**src/rtl/basilisk_pkg.sv**
```systemverilog
// Basilisk result-source identifiers and small helpers used by the result arbiter.
package basilisk_pkg;

    localparam int unsigned BASILISK_RESULT_SOURCE_ENCODE = 32'd0;
    localparam int unsigned BASILISK_RESULT_SOURCE_MOVE   = 32'd1;
    localparam int unsigned BASILISK_RESULT_SOURCE_MEMORY = 32'd2;
    localparam int unsigned BASILISK_NUM_RESULT_SOURCES   = BASILISK_RESULT_SOURCE_MEMORY + 32'd1;

    // True when two or more bits are set: clearing the lowest set bit leaves something behind.
    function automatic logic at_least_two(input logic [31:0] v);
        return (v & (v - 32'd1)) != 32'd0;
    endfunction

endpackage

```
**src/rtl/gecko_pkg.sv**
```systemverilog
// Shared gecko operation record carried from execution units to the integer register file.
package gecko_pkg;

    typedef struct packed {
        logic [4:0]  addr;
        logic [31:0] value;
        logic        speculative;
    } gecko_operation_t;

endpackage

```
**src/rtl/basilisk_rr_arbiter.sv**
```systemverilog
// Combinational N-way round-robin grant: first requester found scanning from pointer upward, wrapping.
module basilisk_rr_arbiter #(
    parameter  int unsigned N     = 32'd3,
    localparam int unsigned IDX_W = (N > 32'd1) ? $clog2(N) : 32'd1
) (
    input  logic [N-1:0]     request,
    input  logic [IDX_W-1:0] pointer,
    output logic [N-1:0]     grant,
    output logic [IDX_W-1:0] grant_index
);

    logic             found_s;
    logic             hit_s;
    logic [IDX_W-1:0] idx_s;

    // Rotating priority scan; hit_s fires only for the first requester reached.
    always_comb begin
        grant       = '0;
        grant_index = '0;
        found_s     = 1'b0;
        hit_s       = 1'b0;
        idx_s       = '0;
        for (int unsigned off = 0; off < N; off++) begin
            idx_s              = IDX_W'((32'(pointer) + off) % N);
            hit_s              = !found_s && request[idx_s];
            grant[idx_s]       = grant[idx_s] | hit_s;
            grant_index        = hit_s ? idx_s : grant_index;
            found_s            = found_s | hit_s;
        end
    end

endmodule

```
**src/rtl/basilisk_result_arbiter.sv**
```systemverilog
// Merges basilisk integer result streams into one registered, round-robin writeback stream.
module basilisk_result_arbiter
    import gecko_pkg::*;
    import basilisk_pkg::*;
#(
    parameter  int unsigned NUM_SOURCES = BASILISK_NUM_RESULT_SOURCES,
    parameter  int unsigned COUNT_WIDTH = 32'd16,
    localparam int unsigned IDX_W       = (NUM_SOURCES > 32'd1) ? $clog2(NUM_SOURCES) : 32'd1,
    localparam int unsigned OP_W        = $bits(gecko_operation_t)
) (
    input  logic                        clk,
    input  logic                        rst,
    input  logic [NUM_SOURCES-1:0]      result_valid,
    output logic [NUM_SOURCES-1:0]      result_ready,
    input  logic [NUM_SOURCES*OP_W-1:0] result_payload,
    output logic                        writeback_valid,
    input  logic                        writeback_ready,
    output gecko_operation_t            writeback_payload,
    output logic [IDX_W-1:0]            writeback_source,
    output logic [COUNT_WIDTH-1:0]      conflict_count
);

    gecko_operation_t       ops_s [NUM_SOURCES];
    gecko_operation_t       granted_op_s;
    logic [NUM_SOURCES-1:0] grant_s;
    logic [IDX_W-1:0]       grant_index_s;
    logic                   can_load_s;
    logic                   transfer_s;

    logic                   wb_valid_q,   wb_valid_d;
    gecko_operation_t       wb_payload_q, wb_payload_d;
    logic [IDX_W-1:0]       wb_source_q,  wb_source_d;
    logic [IDX_W-1:0]       rr_ptr_q,     rr_ptr_d;
    logic [COUNT_WIDTH-1:0] conflict_q,   conflict_d;

    for (genvar i = 0; i < NUM_SOURCES; i++) begin : g_unpack
        assign ops_s[i] = result_payload[i*OP_W +: OP_W];
    end

    basilisk_rr_arbiter #(
        .N (NUM_SOURCES)
    ) u_rr_arbiter (
        .request     (result_valid),
        .pointer     (rr_ptr_q),
        .grant       (grant_s),
        .grant_index (grant_index_s)
    );

    // Handshake and next-state; ready is gated by reset so no source handshakes while held in reset.
    always_comb begin
        can_load_s   = !wb_valid_q || writeback_ready;
        transfer_s   = rst && can_load_s && (|result_valid);
        result_ready = (rst && can_load_s) ? grant_s : '0;
        granted_op_s = ops_s[grant_index_s];

        wb_valid_d   = wb_valid_q;
        wb_payload_d = wb_payload_q;
        wb_source_d  = wb_source_q;
        rr_ptr_d     = rr_ptr_q;
        conflict_d   = conflict_q;

        if (transfer_s) begin
            wb_valid_d               = 1'b1;
            wb_payload_d             = granted_op_s;
            wb_payload_d.speculative = 1'b0;
            wb_source_d              = grant_index_s;
            rr_ptr_d                 = (grant_index_s == IDX_W'(NUM_SOURCES - 32'd1)) ? '0
                                                                                     : grant_index_s + 1'b1;
            if (at_least_two(32'(result_valid)) && (conflict_q != '1)) begin
                conflict_d = conflict_q + 1'b1;
            end else begin
                conflict_d = conflict_q;
            end
        end else if (can_load_s) begin
            // Drained (or already empty) with nothing to refill: payload and source keep old values.
            wb_valid_d = 1'b0;
        end else begin
            wb_valid_d = wb_valid_q;
        end
    end

    // Output register, round-robin pointer and saturating conflict counter.
    always_ff @(posedge clk or negedge rst) begin
        if (!rst) begin
            wb_valid_q   <= 1'b0;
            wb_payload_q <= '0;
            wb_source_q  <= '0;
            rr_ptr_q     <= '0;
            conflict_q   <= '0;
        end else begin
            wb_valid_q   <= wb_valid_d;
            wb_payload_q <= wb_payload_d;
            wb_source_q  <= wb_source_d;
            rr_ptr_q     <= rr_ptr_d;
            conflict_q   <= conflict_d;
        end
    end

    assign writeback_valid   = wb_valid_q;
    assign writeback_payload = wb_payload_q;
    assign writeback_source  = wb_source_q;
    assign conflict_count    = conflict_q;

endmodule
```
**config.mk**
```make
export PLATFORM = sky130hd
export DESIGN_NAME = basilisk_result_arbiter
export DESIGN_NICKNAME = d
export VERILOG_FILES = /design/src/rtl/basilisk_pkg.sv /design/src/rtl/gecko_pkg.sv /design/src/rtl/basilisk_rr_arbiter.sv /design/src/rtl/basilisk_result_arbiter.sv
export SDC_FILE = /design/constraint.sdc
export NUM_CORES = 1
export LEC_CHECK = 0
export CORE_MARGIN = 5
export CORE_UTILIZATION = 42
export CTS_BUF_LIST = sky130_fd_sc_hd__clkbuf_8
export DETAILED_ROUTE_END_ITERATION = 8
export GPL_ROUTABILITY_DRIVEN = 0
export GPL_TIMING_DRIVEN = 0
export HOLD_SLACK_MARGIN = 0.05
export PLACE_DENSITY = 0.84
export SLEW_MARGIN = 40
export SYNTH_ARGS = -nofsm -noshare
export SYNTH_HDL_FRONTEND = slang
export SYNTH_HIERARCHICAL = 1
export SYNTH_SLANG_ARGS = --single-unit
```
**constraint.sdc**
```tcl
create_clock -name clk -period 3.4 [get_ports clk]
set_input_delay 0.85 -clock clk [delete_from_list [all_inputs] [get_ports clk]]
set_output_delay 0.85 -clock clk [all_outputs]
set_load 0.01 [all_outputs]
```
## Word-level counts from Yosys, hierarchy flattened

Index checks and enable logic that the tools add are counted.

- Register bits: 58
- Output and inout port bits: 60
- Logic and storage cells: 76

- Add/sub/neg operators: 5
- Divide/modulo/power cells: 3
- Magnitude comparators: 7
- Equal/unequal tests: 2
- Mux-type cells: 30
- Bitwise operators: 7
- Reduce and logical (&&, ||, !) cells: 16

Operators with widths:

| cell | number |
|---|---|
| $bmux W38 S2 | 1 |
| $mux W38 | 2 |
| $mod A32 B2 Y32 const B | 2 |
| $and A3 B32 Y32 | 1 |
| $mod A2 B2 Y32 const B | 1 |
| $reduce_bool A32 Y1 | 1 |
| $add A16 B1 Y16 const B | 1 |
| $ne A16 B16 Y1 const B | 1 |
| $bmux W1 S2 | 6 |
| $mux W1 | 11 |
| $lt A2 B3 Y1 const B | 3 |
| $logic_and A1 B1 Y1 | 8 |
| $mux W2 | 4 |
| $bwmux W3 | 2 |
| $demux W1 S2 | 3 |
| $ge A2 B1 Y1 const B | 3 |
| $or A1 B1 Y1 | 4 |
| $sub A3 B1 Y4 const B | 1 |
| $add A2 B1 Y3 const B | 1 |
| $add A2 B2 Y3 const B | 1 |
| $and A3 B3 Y3 | 1 |
| $ge A3 B3 Y1 const B | 1 |
| $logic_not A1 Y1 | 3 |
| $mux W3 | 1 |
| 7 further kinds | 7 |

## Logic depth before layout (Yosys ltp)

- Depth in word-level cells: 15
- Gate-level depth with buffers: 13
- Depth with buffers taken out: 10

## Cells and area by module

The synthesis kept the hierarchy.

Modules (own cells, without submodules):

| module | times used | cells an instance | area an instance (um^2) |
|---|---|---|---|
| basilisk_result_arbiter | 1 | 339 | 3159.3 |
| basilisk_rr_arbiter | 1 | 54 | 376.6 |

## Worst setup path after synthesis

OpenSTA, ideal clock, no wires.

- Kind: input port to output port
- Start: input result_valid[0]
- End: output result_ready[0]
- Arrival time: 1.836 ns
- Path slack: 0.714 ns
- Cell stages on the path: 6
- Path buffers: 1
- Path through: buf_6 -> nor2b_1 -> a2111oi_2 -> a211oi_1 -> nor3_1 -> and3_1

- Longest elaborated chain between the ends: 13
- Elaborated cells between the ends (all ways): 22

RTL lines:

| element | RTL line | RTL |
|---|---|---|
| start: declaration | basilisk_result_arbiter.sv:13 | `input logic [NUM_SOURCES-1:0] result_valid,` |
| $bmux W1 S2 | basilisk_rr_arbiter.sv:25 | `hit_s = !found_s && request[idx_s];` |
| $mux W1 (implied by the code) | basilisk_rr_arbiter.sv:25 |  |
| $or A1 B1 Y1 | basilisk_rr_arbiter.sv:26 | `grant[idx_s] = grant[idx_s] \| hit_s;` |
| $and A3 B3 Y3 (no source line) | - |  |
| $bmux W1 S2 | basilisk_rr_arbiter.sv:26 |  |
| $mux W1 (implied by the code) | basilisk_rr_arbiter.sv:26 |  |
| $or A1 B1 Y1 | basilisk_rr_arbiter.sv:26 |  |
| $bwmux W3 | basilisk_rr_arbiter.sv:26 |  |
| $bmux W1 S2 | basilisk_rr_arbiter.sv:26 |  |
| $mux W1 (implied by the code) | basilisk_rr_arbiter.sv:26 |  |
| $or A1 B1 Y1 | basilisk_rr_arbiter.sv:26 |  |
| $bwmux W3 (*) | basilisk_rr_arbiter.sv:26 |  |
| net grant_s[0] | basilisk_result_arbiter.sv:25 | `logic [NUM_SOURCES-1:0] grant_s;` |
| $mux W3 (*) | basilisk_result_arbiter.sv:53 | `result_ready = (rst && can_load_s) ? grant_s : '0;` |
| end: declaration | basilisk_result_arbiter.sv:14 | `output logic [NUM_SOURCES-1:0] result_ready,` |

Mark *: on every way through the listed nets, which the timed path passes. The rest lies on a longest branch. The select of a mux whose other input is x is not followed.

## Worst setup path after layout

- Start: input result_valid[0]
- End: output result_ready[2]

Same word-level chain as after synthesis.

==> summary.md <==
| Metric | Value |
|---|---|
| Status | `finished, final reports clean` |
| Synth area leaders | `dfrtp_1, mux2i_1, a21oi_1` |
| Drt total wl | `between 10000 and 15000 um` |
| Worst min path class | `in -> async` |
| Die height | `101.8 um` |
| Fin crit period | `~3300 ps` |
| CP arrival | `between 2000 and 2500 ps` |
| FP Rows | `33` |
| Largest net degree at the start of global routing | `37` |
| Post-DR wirelength/cell | `16.54 um` |
| Post-synthesis compound-gate area fraction | `between 10% and 20%` |
| Via count | `3716` |
| Clock-pin slew on the worst setup and hold paths | `approximately 70 ps` |
| RSZ-0062 raised after global routing | `false` |
| Mux cell area share after synthesis | `12.07%` |
| Main synth FF type | `dfrtp_1` |
| Diode count | `0` |
| Setup TNS | `0 ps` |
| Avg Synthesized Cell Area | `approximately 9 sq um` |
| Number of fill cells | `roughly 640` |
| Synth Area in Simple Gates | `about a fifth` |
| CTS Buf Count | `9` |
| Fmax | `around 0.3 GHz` |
| Reg area | `0.001451 sq mm` |
| Via-to-Cell Ratio | `5.393` |
| Die Wd | `slightly above 100 um` |
| Core box area | `0.008217 sq mm` |
| CP startpoint | `result_valid[0]` |
| DP Worst Slack | `-472.0 ps` |
| DIE AREA | `~0.010 sq mm` |
| Relative slew slack | `53.58%` |
| Starting Density | `a little over two fifths` |
| Crit path max fanout | `9` |
| Clock Tree Root | `clkbuf_8` |
| Synth cell types | `59` |
| Tot GR Track Use | `between 20% and 30%` |
| Worst skew pair latency | `~340 ps` |
| First-pass GRT wire length | `between 15000 and 20000 um` |
| Buffers on Ports | `between 150 and 200` |
| Multi-input logic area | `between 0.0015 and 0.002 sq mm` |
| Post-synth ARST share | `between 90% and 100%` |
| Synth Instances | `~390` |
| Top Ports | `180` |
| Top-area cell type share of the netlist area | `around two fifths` |
| Worst setup margin | `approximately 130 ps` |
| Share of cells above drive strength 1 | `around a tenth` |
| Top-count cell post-synth | `dfrtp_1` |
| CTS Buffer Depth | `2` |
| Clock Sinks | `between 50 and 60` |
| Final ANT Viol Nets | `0` |
| CP Class | `in -> out` |
| Adder-Cell Fraction of Synth Area | `under 10%` |
| Post-synthesis sequential area ratio | `roughly two fifths` |
| Yosys reg bits | `between 50 and 60` |
| Fin. max-slew vios | `0` |
| 1st-pass router iterations | `4` |
| Synth top cells by count | `dfrtp_1, nand2_1, nor2_1` |
| Final cell count without fillers | `about 690` |
| Dominant combinational cell family by area after synthesis | `simple AND/OR/NAND/NOR gates` |
| Yosys warning count | `6` |
| Initial antenna violation count | `0` |
| H-tree depth | `3` |
| RR Startpoint | `rr_ptr_q[0]` |
| Clk_skew | `~9.2 ps` |
| Post-synth EDFFs | `0` |
| VDD IR-drop max | `roughly 330 uV` |
| Post-DP HPWL | `a little over 9000 um` |
| Crit. End Element | `primary output` |
| Least-Margin Pin Slew | `695.2 ps` |
| Netlist Area Pre-Place | `approximately 0.0035 sq mm` |
| Max-cap violations | `0` |
| Layout area overhead | `59.80%` |
| Hold violation total from the final report | `0` |
| Pleak | `around 2.3 nW` |
| Post-route DRC violation count | `0` |
| Placed insts | `674` |
| Grt total ovfl | `0` |
| WP data required | `2550 ps` |
| Net Count, Synth | `517` |
| P per Cell Area | `about 730 mW/mm^2` |
| # hold bufs at CTS | `0` |
| Post-Synth XOR/XNOR Area | `between 3 and 4%` |
| Initial drt markers | `between 100 and 150` |
| Final period util | `around 96%` |
| Power Total | `between 4 and 5 mW` |
| Final nets | `a little over 700` |
| Final Setup Violations | `0` |
| CTS tree | `built` |
| CP Launch Type | `input pin` |
| Synth area leader | `dfrtp_1` |
| Vias in the first global route | `approximately 3800` |
==> routing by layer <==
layer | vias up | wire length, um | GRT usage (%)
met4 | 0 | 380 | 10.22
met5 | - | 0 | 0
li1 | 1758 | - | -
met2 | 179 | 5681 | 38.13
met3 | 31 | 1073 | 6.474
met1 | 1748 | 4259 | 25.80
==> worst paths after layout <==
| path | end | slack (ps) | cells after the start |
|---|---|---|---|
| max | result_ready[2] | 130 | 8 |
| min | writeback_payload[37] | 430 | 1 |
| max reg2reg | writeback_payload[30] | 440 | 11 |
| min reg2reg | writeback_payload[12] | 480 | 2 |
| max in group asynchronous | writeback_payload[19] | 2460 | 2 |
| min in group clk | writeback_payload[12] | 480 | 2 |
==> per-stage QoR <==
step                hold WS [ps]  utilization [%]  cell area (sq um)
finish                     431.5            68.77               5650
CTS                        430.7            68.78               5652
floorplan                  504.8                -               3536
global placement           461.2            65.95               5419
detailed placement         470.1            66.16               5436
global route               448.4            68.77               5650
==> power breakdown <==
| group | switching, mW | internal [mW] |
|---|---|---|
| clock network | 0.270 | 0.391 |
| logic | 1.15 | 1.14 |
| registers | 0.196 | 0.966 |
==> critical path, stage by stage <==
cell and delay, ps:
dlygate4sd2_1 270, buf_6 150, nor4bb_2 160, a31o_1 200, and2_0 150, a31o_1 200
and3_1 150, dlygate4sd2_1 280
==> registers in the layout, indices dropped and copies added, names as in the netlist <==
register / count
conflict_count: 16
rr_ptr_q: 2
writeback_payload: 37
writeback_source: 2
writeback_valid: 1
==> repair_timing <==
item / CTS / global route
buffers inserted: 0 / 0
pin swaps: 1 / 1
endpoints found under the setup margin: 3 / 3
resized for setup: 12 / 5
==> cell usage in the layout (no fill, tap or decap), drive strengths merged, types with 4 or more instances in the layout <==
cell	instances
a21oi	40
and3	8
buf	16
clkbuf	27
clkdlybuf4s50	168
dfrtp	58
dlygate4sd2	4
ha	4
inv	7
mux2	5
mux2i	37
nand2	49
nand3	4
nand4	4
nor2	46
nor4	5
o211ai	4
o21ai	40
xnor2	10
xor2	5
==> logic make-up after synthesis <==
| logic type | count (synthesis) |
|---|---|
| buffers and inverters | 34 |
| XOR/XNOR | 15 |
| multiplexers | 42 |
| adder cells (fa/ha/maj) | 5 |
| flip-flops | 58 |
| AO/OA/AOI/OAI | 101 |
| other | 1 |
| AND/OR/NAND/NOR | 137 |
==> layout make-up <==
class                   instances  share of cell area (%)
plain buffers                  28                   2.635
clock buffers                  12                   2.923
well taps                     105                   2.325
inverters                       6                  0.3986
repair buffers                176                   31.16
flip-flops and latches         58                   25.69
multi-input cells             301                   34.19
clock inverters                 3                  0.6864
Power figures use the tool's default switching activity.
